### src/rtl/enemy_y_tracker_if.sv
// Bundles the enemy tracker control inputs and per-channel status outputs.
// The master side drives control; the slave side is the tracker itself.
interface enemy_y_tracker_if #(
  parameter int N_CH = 10,
  parameter int Y_W  = 8
);
  logic                   move_en;
  logic [1:0]             rate;
  logic [N_CH-1:0]        ch_en;
  logic [N_CH-1:0]        destroyed;
  logic [N_CH-1:0]        spawn;
  logic [Y_W-1:0]         spawn_y;
  logic [2*N_CH-1:0]      step;
  logic [N_CH*Y_W-1:0]    y_flat;
  logic [N_CH-1:0]        active;
  logic [N_CH-1:0]        touch_edge;
  logic                   tick;

  modport master (
    output move_en, rate, ch_en, destroyed, spawn, spawn_y, step,
    input  y_flat, active, touch_edge, tick
  );

  modport slave (
    input  move_en, rate, ch_en, destroyed, spawn, spawn_y, step,
    output y_flat, active, touch_edge, tick
  );
endinterface

### src/rtl/enemy_y_tracker.sv
// Tracks the Y position of N_CH independent enemies falling toward a bottom edge,
// stepped by a shared programmable prescaler tick.
module enemy_y_tracker #(
  parameter int N_CH  = 10,
  parameter int Y_W   = 8,
  parameter int Y_MAX = 110,
  parameter int DIV_W = 24,
  parameter int DIV0  = 12499999,
  parameter int DIV1  = 6499999,
  parameter int DIV2  = 3999999,
  parameter int DIV3  = 1999999
) (
  input  logic                clk,
  input  logic                reset_n,
  enemy_y_tracker_if.slave    bus
);

  typedef enum logic [1:0] {
    ST_IDLE = 2'd0,
    ST_FLY  = 2'd1,
    ST_EDGE = 2'd2
  } ch_state_e;

  localparam logic [Y_W-1:0]   Y_MAX_V = Y_W'(Y_MAX);
  localparam logic [DIV_W-1:0] DIV0_V  = DIV_W'(DIV0);
  localparam logic [DIV_W-1:0] DIV1_V  = DIV_W'(DIV1);
  localparam logic [DIV_W-1:0] DIV2_V  = DIV_W'(DIV2);
  localparam logic [DIV_W-1:0] DIV3_V  = DIV_W'(DIV3);

  logic [DIV_W-1:0] m_q, m_d;
  logic [DIV_W-1:0] reload;
  logic             tick_w;

  ch_state_e        state_q [N_CH];
  ch_state_e        state_d [N_CH];
  logic [Y_W-1:0]   y_q     [N_CH];
  logic [Y_W-1:0]   y_d     [N_CH];
  logic [Y_W:0]     sum     [N_CH];

  // The rate code is only consulted at reload, so a mid-count change waits for the next tick.
  always_comb begin
    unique case (bus.rate)
      2'd0:    reload = DIV0_V;
      2'd1:    reload = DIV1_V;
      2'd2:    reload = DIV2_V;
      default: reload = DIV3_V;
    endcase
  end

  assign tick_w = bus.move_en && (m_q == '0);

  always_comb begin
    m_d = m_q;
    if (bus.move_en) begin
      m_d = (m_q == '0) ? reload : m_q - DIV_W'(1);
    end
  end

  // One extra bit keeps the sum from wrapping before it is clamped at Y_MAX.
  always_comb begin
    for (int i = 0; i < N_CH; i++) begin
      sum[i] = {1'b0, y_q[i]} + (Y_W+1)'(bus.step[2*i +: 2]) + (Y_W+1)'(1);
    end
  end

  always_comb begin
    for (int i = 0; i < N_CH; i++) begin
      // NOTE: every combinational output gets a default first so no path leaves it unassigned (no latch).
      state_d[i] = state_q[i];
      y_d[i]     = y_q[i];
      if (bus.destroyed[i]) begin
        state_d[i] = ST_IDLE;
        y_d[i]     = '0;
      end else if (bus.spawn[i]) begin
        if (bus.spawn_y >= Y_MAX_V) begin
          state_d[i] = ST_EDGE;
          y_d[i]     = Y_MAX_V;
        end else begin
          state_d[i] = ST_FLY;
          y_d[i]     = bus.spawn_y;
        end
      end else if (state_q[i] == ST_FLY && tick_w && bus.ch_en[i]) begin
        if (sum[i] >= {1'b0, Y_MAX_V}) begin
          state_d[i] = ST_EDGE;
          y_d[i]     = Y_MAX_V;
        end else begin
          y_d[i]     = sum[i][Y_W-1:0];
        end
      end
    end
  end

  // NOTE: sequential state uses non-blocking assignments so all flops update together at the edge.
  always_ff @(posedge clk) begin
    if (!reset_n) begin
      m_q <= reload;
      for (int i = 0; i < N_CH; i++) begin
        state_q[i] <= ST_IDLE;
        y_q[i]     <= '0;
      end
    end else begin
      m_q <= m_d;
      for (int i = 0; i < N_CH; i++) begin
        state_q[i] <= state_d[i];
        y_q[i]     <= y_d[i];
      end
    end
  end

  always_comb begin
    bus.y_flat     = '0;
    bus.active     = '0;
    bus.touch_edge = '0;
    for (int i = 0; i < N_CH; i++) begin
      bus.y_flat[i*Y_W +: Y_W] = y_q[i];
      bus.active[i]            = (state_q[i] == ST_FLY);
      bus.touch_edge[i]        = (state_q[i] == ST_EDGE);
    end
  end

  assign bus.tick = tick_w;

endmodule
### src/flat_wrapper.sv
// flat-port wrapper written by rule: the top's interface ports become plain ports
module enemy_y_tracker_flat 
#(
  parameter int N_CH  = 10,
  parameter int Y_W   = 8,
  parameter int Y_MAX = 110,
  parameter int DIV_W = 24,
  parameter int DIV0  = 12499999,
  parameter int DIV1  = 6499999,
  parameter int DIV2  = 3999999,
  parameter int DIV3  = 1999999
)
  (clk, reset_n, bus_move_en, bus_rate, bus_ch_en, bus_destroyed, bus_spawn, bus_spawn_y, bus_step, bus_y_flat, bus_active, bus_touch_edge, bus_tick);
  enemy_y_tracker_if #(.N_CH(N_CH), .Y_W(Y_W)) bus_i ();
  input  logic clk;
  input  logic reset_n;
  input wire logic [$bits(bus_i.move_en)-1:0] bus_move_en;
  input wire logic [$bits(bus_i.rate)-1:0] bus_rate;
  input wire logic [$bits(bus_i.ch_en)-1:0] bus_ch_en;
  input wire logic [$bits(bus_i.destroyed)-1:0] bus_destroyed;
  input wire logic [$bits(bus_i.spawn)-1:0] bus_spawn;
  input wire logic [$bits(bus_i.spawn_y)-1:0] bus_spawn_y;
  input wire logic [$bits(bus_i.step)-1:0] bus_step;
  output wire logic [$bits(bus_i.y_flat)-1:0] bus_y_flat;
  output wire logic [$bits(bus_i.active)-1:0] bus_active;
  output wire logic [$bits(bus_i.touch_edge)-1:0] bus_touch_edge;
  output wire logic [$bits(bus_i.tick)-1:0] bus_tick;
  assign bus_i.move_en = bus_move_en;
  assign bus_i.rate = bus_rate;
  assign bus_i.ch_en = bus_ch_en;
  assign bus_i.destroyed = bus_destroyed;
  assign bus_i.spawn = bus_spawn;
  assign bus_i.spawn_y = bus_spawn_y;
  assign bus_i.step = bus_step;
  assign bus_y_flat = bus_i.y_flat;
  assign bus_active = bus_i.active;
  assign bus_touch_edge = bus_i.touch_edge;
  assign bus_tick = bus_i.tick;
  enemy_y_tracker #(.N_CH(N_CH), .Y_W(Y_W), .Y_MAX(Y_MAX), .DIV_W(DIV_W), .DIV0(DIV0), .DIV1(DIV1), .DIV2(DIV2), .DIV3(DIV3)) u_core (.clk(clk), .reset_n(reset_n), .bus(bus_i));
endmodule
### config.mk
export PLATFORM = sky130hd
export DESIGN_NAME = enemy_y_tracker_flat
export DESIGN_NICKNAME = d
export VERILOG_FILES = /design/src/rtl/enemy_y_tracker_if.sv /design/src/rtl/enemy_y_tracker.sv /design/src/flat_wrapper.sv
export SDC_FILE = /design/constraint.sdc
export NUM_CORES = 1
export LEC_CHECK = 0
export CORE_MARGIN = 3
export CORE_UTILIZATION = 50
export DETAILED_ROUTE_END_ITERATION = 7
export DONT_BUFFER_PORTS = 1
export PLACE_DENSITY_LB_ADDON = 0.25
export SYNTH_ARGS = -nofsm -noshare
export SYNTH_HDL_FRONTEND = slang
export SYNTH_SLANG_ARGS = --single-unit
### constraint.sdc
create_clock -name clk -period 2.9 [get_ports clk]
set_input_delay 0.145 -clock clk [delete_from_list [all_inputs] [get_ports clk]]
set_output_delay 0.145 -clock clk [all_outputs]
set_load 0.005 [all_outputs]
==> results.sh <==
export IMPL_synth_fp_nets=1114
export IMPL_ys_seq_area_frac=0.330
export IMPL_ys_seq_elements=124
export IMPL_min_period_over_period=0.985
export IMPL_syn_area_um2=8250
export IMPL_power_leakage_uw=0.00359
export IMPL_synth_distinct_cells=63
export IMPL_nFillCells=1502
export IMPL_hold_violations=0
export IMPL_ant_nets=0
export IMPL_coreArea_um2=16000
export IMPL_required_ns=3.24
export IMPL_drive_gt1_frac=0.0971
export IMPL_first_global_vias=7246
export IMPL_routed_wl_um=23800
export IMPL_avgSynthCellArea_um2=8.22
export IMPL_clk_latency_ns=0.42
export IMPL_dr_pass1_iters=5
export IMPL_io_buffers=0
export IMPL_irDropWorstVdd_v=0.000410
export IMPL_vias=7658
export IMPL_crit_type="reg -> reg"
export IMPL_synth_edf_count=24
export IMPL_power_total_uw=4530
export IMPL_antenna_found_initial=4
export IMPL_grt_setup_unrepaired="yes"
export IMPL_root_buffer="clkbuf_16"
export IMPL_status="completed"
export IMPL_slew_viol_final=0
export IMPL_final_nets=1150
export IMPL_place_hpwl_um=17000
export IMPL_io_pins=164
export IMPL_grt_max_degree=20
export IMPL_r2r_slack_ns=0.04
export IMPL_cts_sinks=124
export IMPL_fin_skew_ns=0.0116
export IMPL_clk_path_buf_depth=2
export IMPL_cts_tree="built"
export IMPL_powerDensity_nw_per_um2=481
export IMPL_die_height_um=134
export IMPL_hp_class="in -> reg"
export IMPL_wire_per_inst_um=18.8
export IMPL_drt_iter0_drc=557
export IMPL_die_area_um2=18100
export IMPL_area_growth_pct=14.2
export IMPL_grt_usage=0.259
export IMPL_cap_violations=0
export IMPL_cts_made_buffers=17
export IMPL_vias_per_cell=6.03
export IMPL_ys_warn_count=0
export IMPL_setup_viol=0
export IMPL_layout_common_cells="a21oi_1 (119), dfxtp_1 (100), inv_1 (69), nor2_1 (67)"
export IMPL_async_flop_share=0
export IMPL_clk_pin_slew_ns=0.06
export IMPL_setup_slack_ns=0.0424
export IMPL_netlist_instances=1003
export IMPL_critPathMaxFanout=7
export IMPL_synth_ff_type="dfxtp_1"
export IMPL_end_kind="flop"
export IMPL_worst_slew_pin_slew_ns=1.18
export IMPL_crit_arrival_ns=3.19
export IMPL_fp_row_count=46
export IMPL_start_kind="flop"
export IMPL_finalCriticalPeriod_ns=2.86
export IMPL_place_ws_ns=0.0268
export IMPL_r2r_cells=9
export IMPL_min_path_cells=3
export IMPL_die_w_um=134
export IMPL_slew_headroom=0.208
export IMPL_final_common_cell="a21oi_1"
export IMPL_drc_errors=0
export IMPL_grt_pass1_wl_um=37800
export IMPL_setup_tns_ns=0
export IMPL_max_freq_ghz=0.350
export IMPL_initial_utilization=0.515
export IMPL_h_tree_depth=4
export IMPL_grt_overflow=0
export IMPL_place_gp_congestion=0.897
==> cells by family (layout without fill, tap and decap cells) <==
family	count (synthesis)	in the layout	share of synthesized area
DFF	124	124	0.330
AOI/OAI and AO/OA	290	290	0.222
other	0	3	0
muxes	11	11	0.0140
and+or+nand+nor	372	372	0.245
buffers and inverters	104	151	0.0499
xor gates and xnor gates	54	54	0.0573
adders and majority gates	48	48	0.0819
==> worst paths after layout <==
kind,from,end
max,u_core.m_q[9]$_DFFE_PP_,u_core.y_q[4][12]$_SDFFE_PP0P_
min,bus_spawn[1],u_core.state_q[0][2]$_SDFFE_PP0P_
max reg2reg,u_core.m_q[9]$_DFFE_PP_,u_core.y_q[4][12]$_SDFFE_PP0P_
min reg2reg,u_core.y_q[4][7]$_SDFFE_PP0P_,u_core.y_q[4][7]$_SDFFE_PP0P_
==> power by group <==
part           total, uW  internal [uW]  leakage [uW]  switching (uW)
registers           1940           1840       0.00104             102
clock network       2050           1290      0.000282             760
logic                533            224       0.00227             309
==> metal layers <==
metal | global-route usage | wire length (um) | vias to the layer above
li1 | - | - | 3660
met1 | 0.338 | 10200 | 3654
met2 | 0.406 | 10900 | 302
met3 | 0.0814 | 2150 | 40
met4 | 0.0899 | 584 | 2
met5 | 0 | 9 | -
==> registers in the layout (all words and copies together), names as in the netlist <==
| signal | flops |
|---|---|
| u_core.m_q | 24 |
| u_core.state_q | 20 |
| u_core.y_q | 80 |
==> what timing repair did <==
item,CTS,global route
endpoints found under the hold margin,97,0
setup endpoints to repair,0,16
hold buffers,13,0
setup buffers,0,7
gates resized for setup,0,15
==> cell usage after synthesis, types with 6 or more instances <==
cell       number  share of area
o211a_1        11          0.013
xor2_1         27          0.029
and3_1         11         0.0083
mux2i_1         7         0.0085
xnor2_1        27          0.029
and2_1         25          0.019
nor3_1         34          0.021
or2_2          13         0.0099
a21oi_1       119          0.072
nand2_1        60          0.027
a211oi_1       10         0.0091
a22oi_1        20          0.018
o21ai_0        60          0.036
nand3_1        17          0.010
nand3b_1        9         0.0082
clkbuf_1       18         0.0082
o31a_1          7         0.0074
edfxtp_1       24          0.087
nor4_1         12         0.0091
o2111ai_1       9         0.0096
dfxtp_1       100           0.24
nor3b_1         7         0.0064
ha_1           38          0.058
inv_1          69          0.031
nand2b_1       40          0.030
a221oi_1        6         0.0064
nor2b_1        49          0.037
a2111oi_0       8         0.0085
nor2_1         67          0.030
fa_1           10          0.024
or3_1           9         0.0068
o21a_1          8         0.0073
buf_1          14         0.0064
==> cell type report <==
cell class | count | area (um^2) | area share
Multi-Input combinational cell | 775 | 5170 | 0.548
Sequential cell | 124 | 2720 | 0.289
Clock buffer | 21 | 460 | 0.0489
Timing Repair Buffer | 51 | 423 | 0.0449
Inverter | 70 | 275 | 0.0292
Tap cell | 216 | 270 | 0.0287
Clock inverter | 9 | 96.3 | 0.0102
Antenna cell | 3 | 7.51 | 0.000797
==> worst max-delay path, cell delays in order, from the launching register on <==
cell and delay, ns:
edfxtp_1 0.39, or4_4 0.55, or3b_4 0.39, or3_4 0.34, buf_8 0.15, clkinv_8 0.06, nand3_4 0.08, or2_4 0.25
or4_1 0.40, a31oi_1 0.17
==> stage by stage <==
step / hold slack [ns] / cell area, um^2 / util / cells
after floorplan: 0.316 / 8250 / - / 1003
after global placement: 0.243 / 8630 / 0.539 / 1216
after detailed placement: 0.248 / 8630 / 0.539 / 1216
after CTS: 0.00869 / 9310 / 0.582 / 1259
after global routing: 0.0244 / 9420 / 0.589 / 1269
final: 0.0181 / 9420 / 0.589 / 1269
Note: power is estimated with default switching activity, not from simulation.
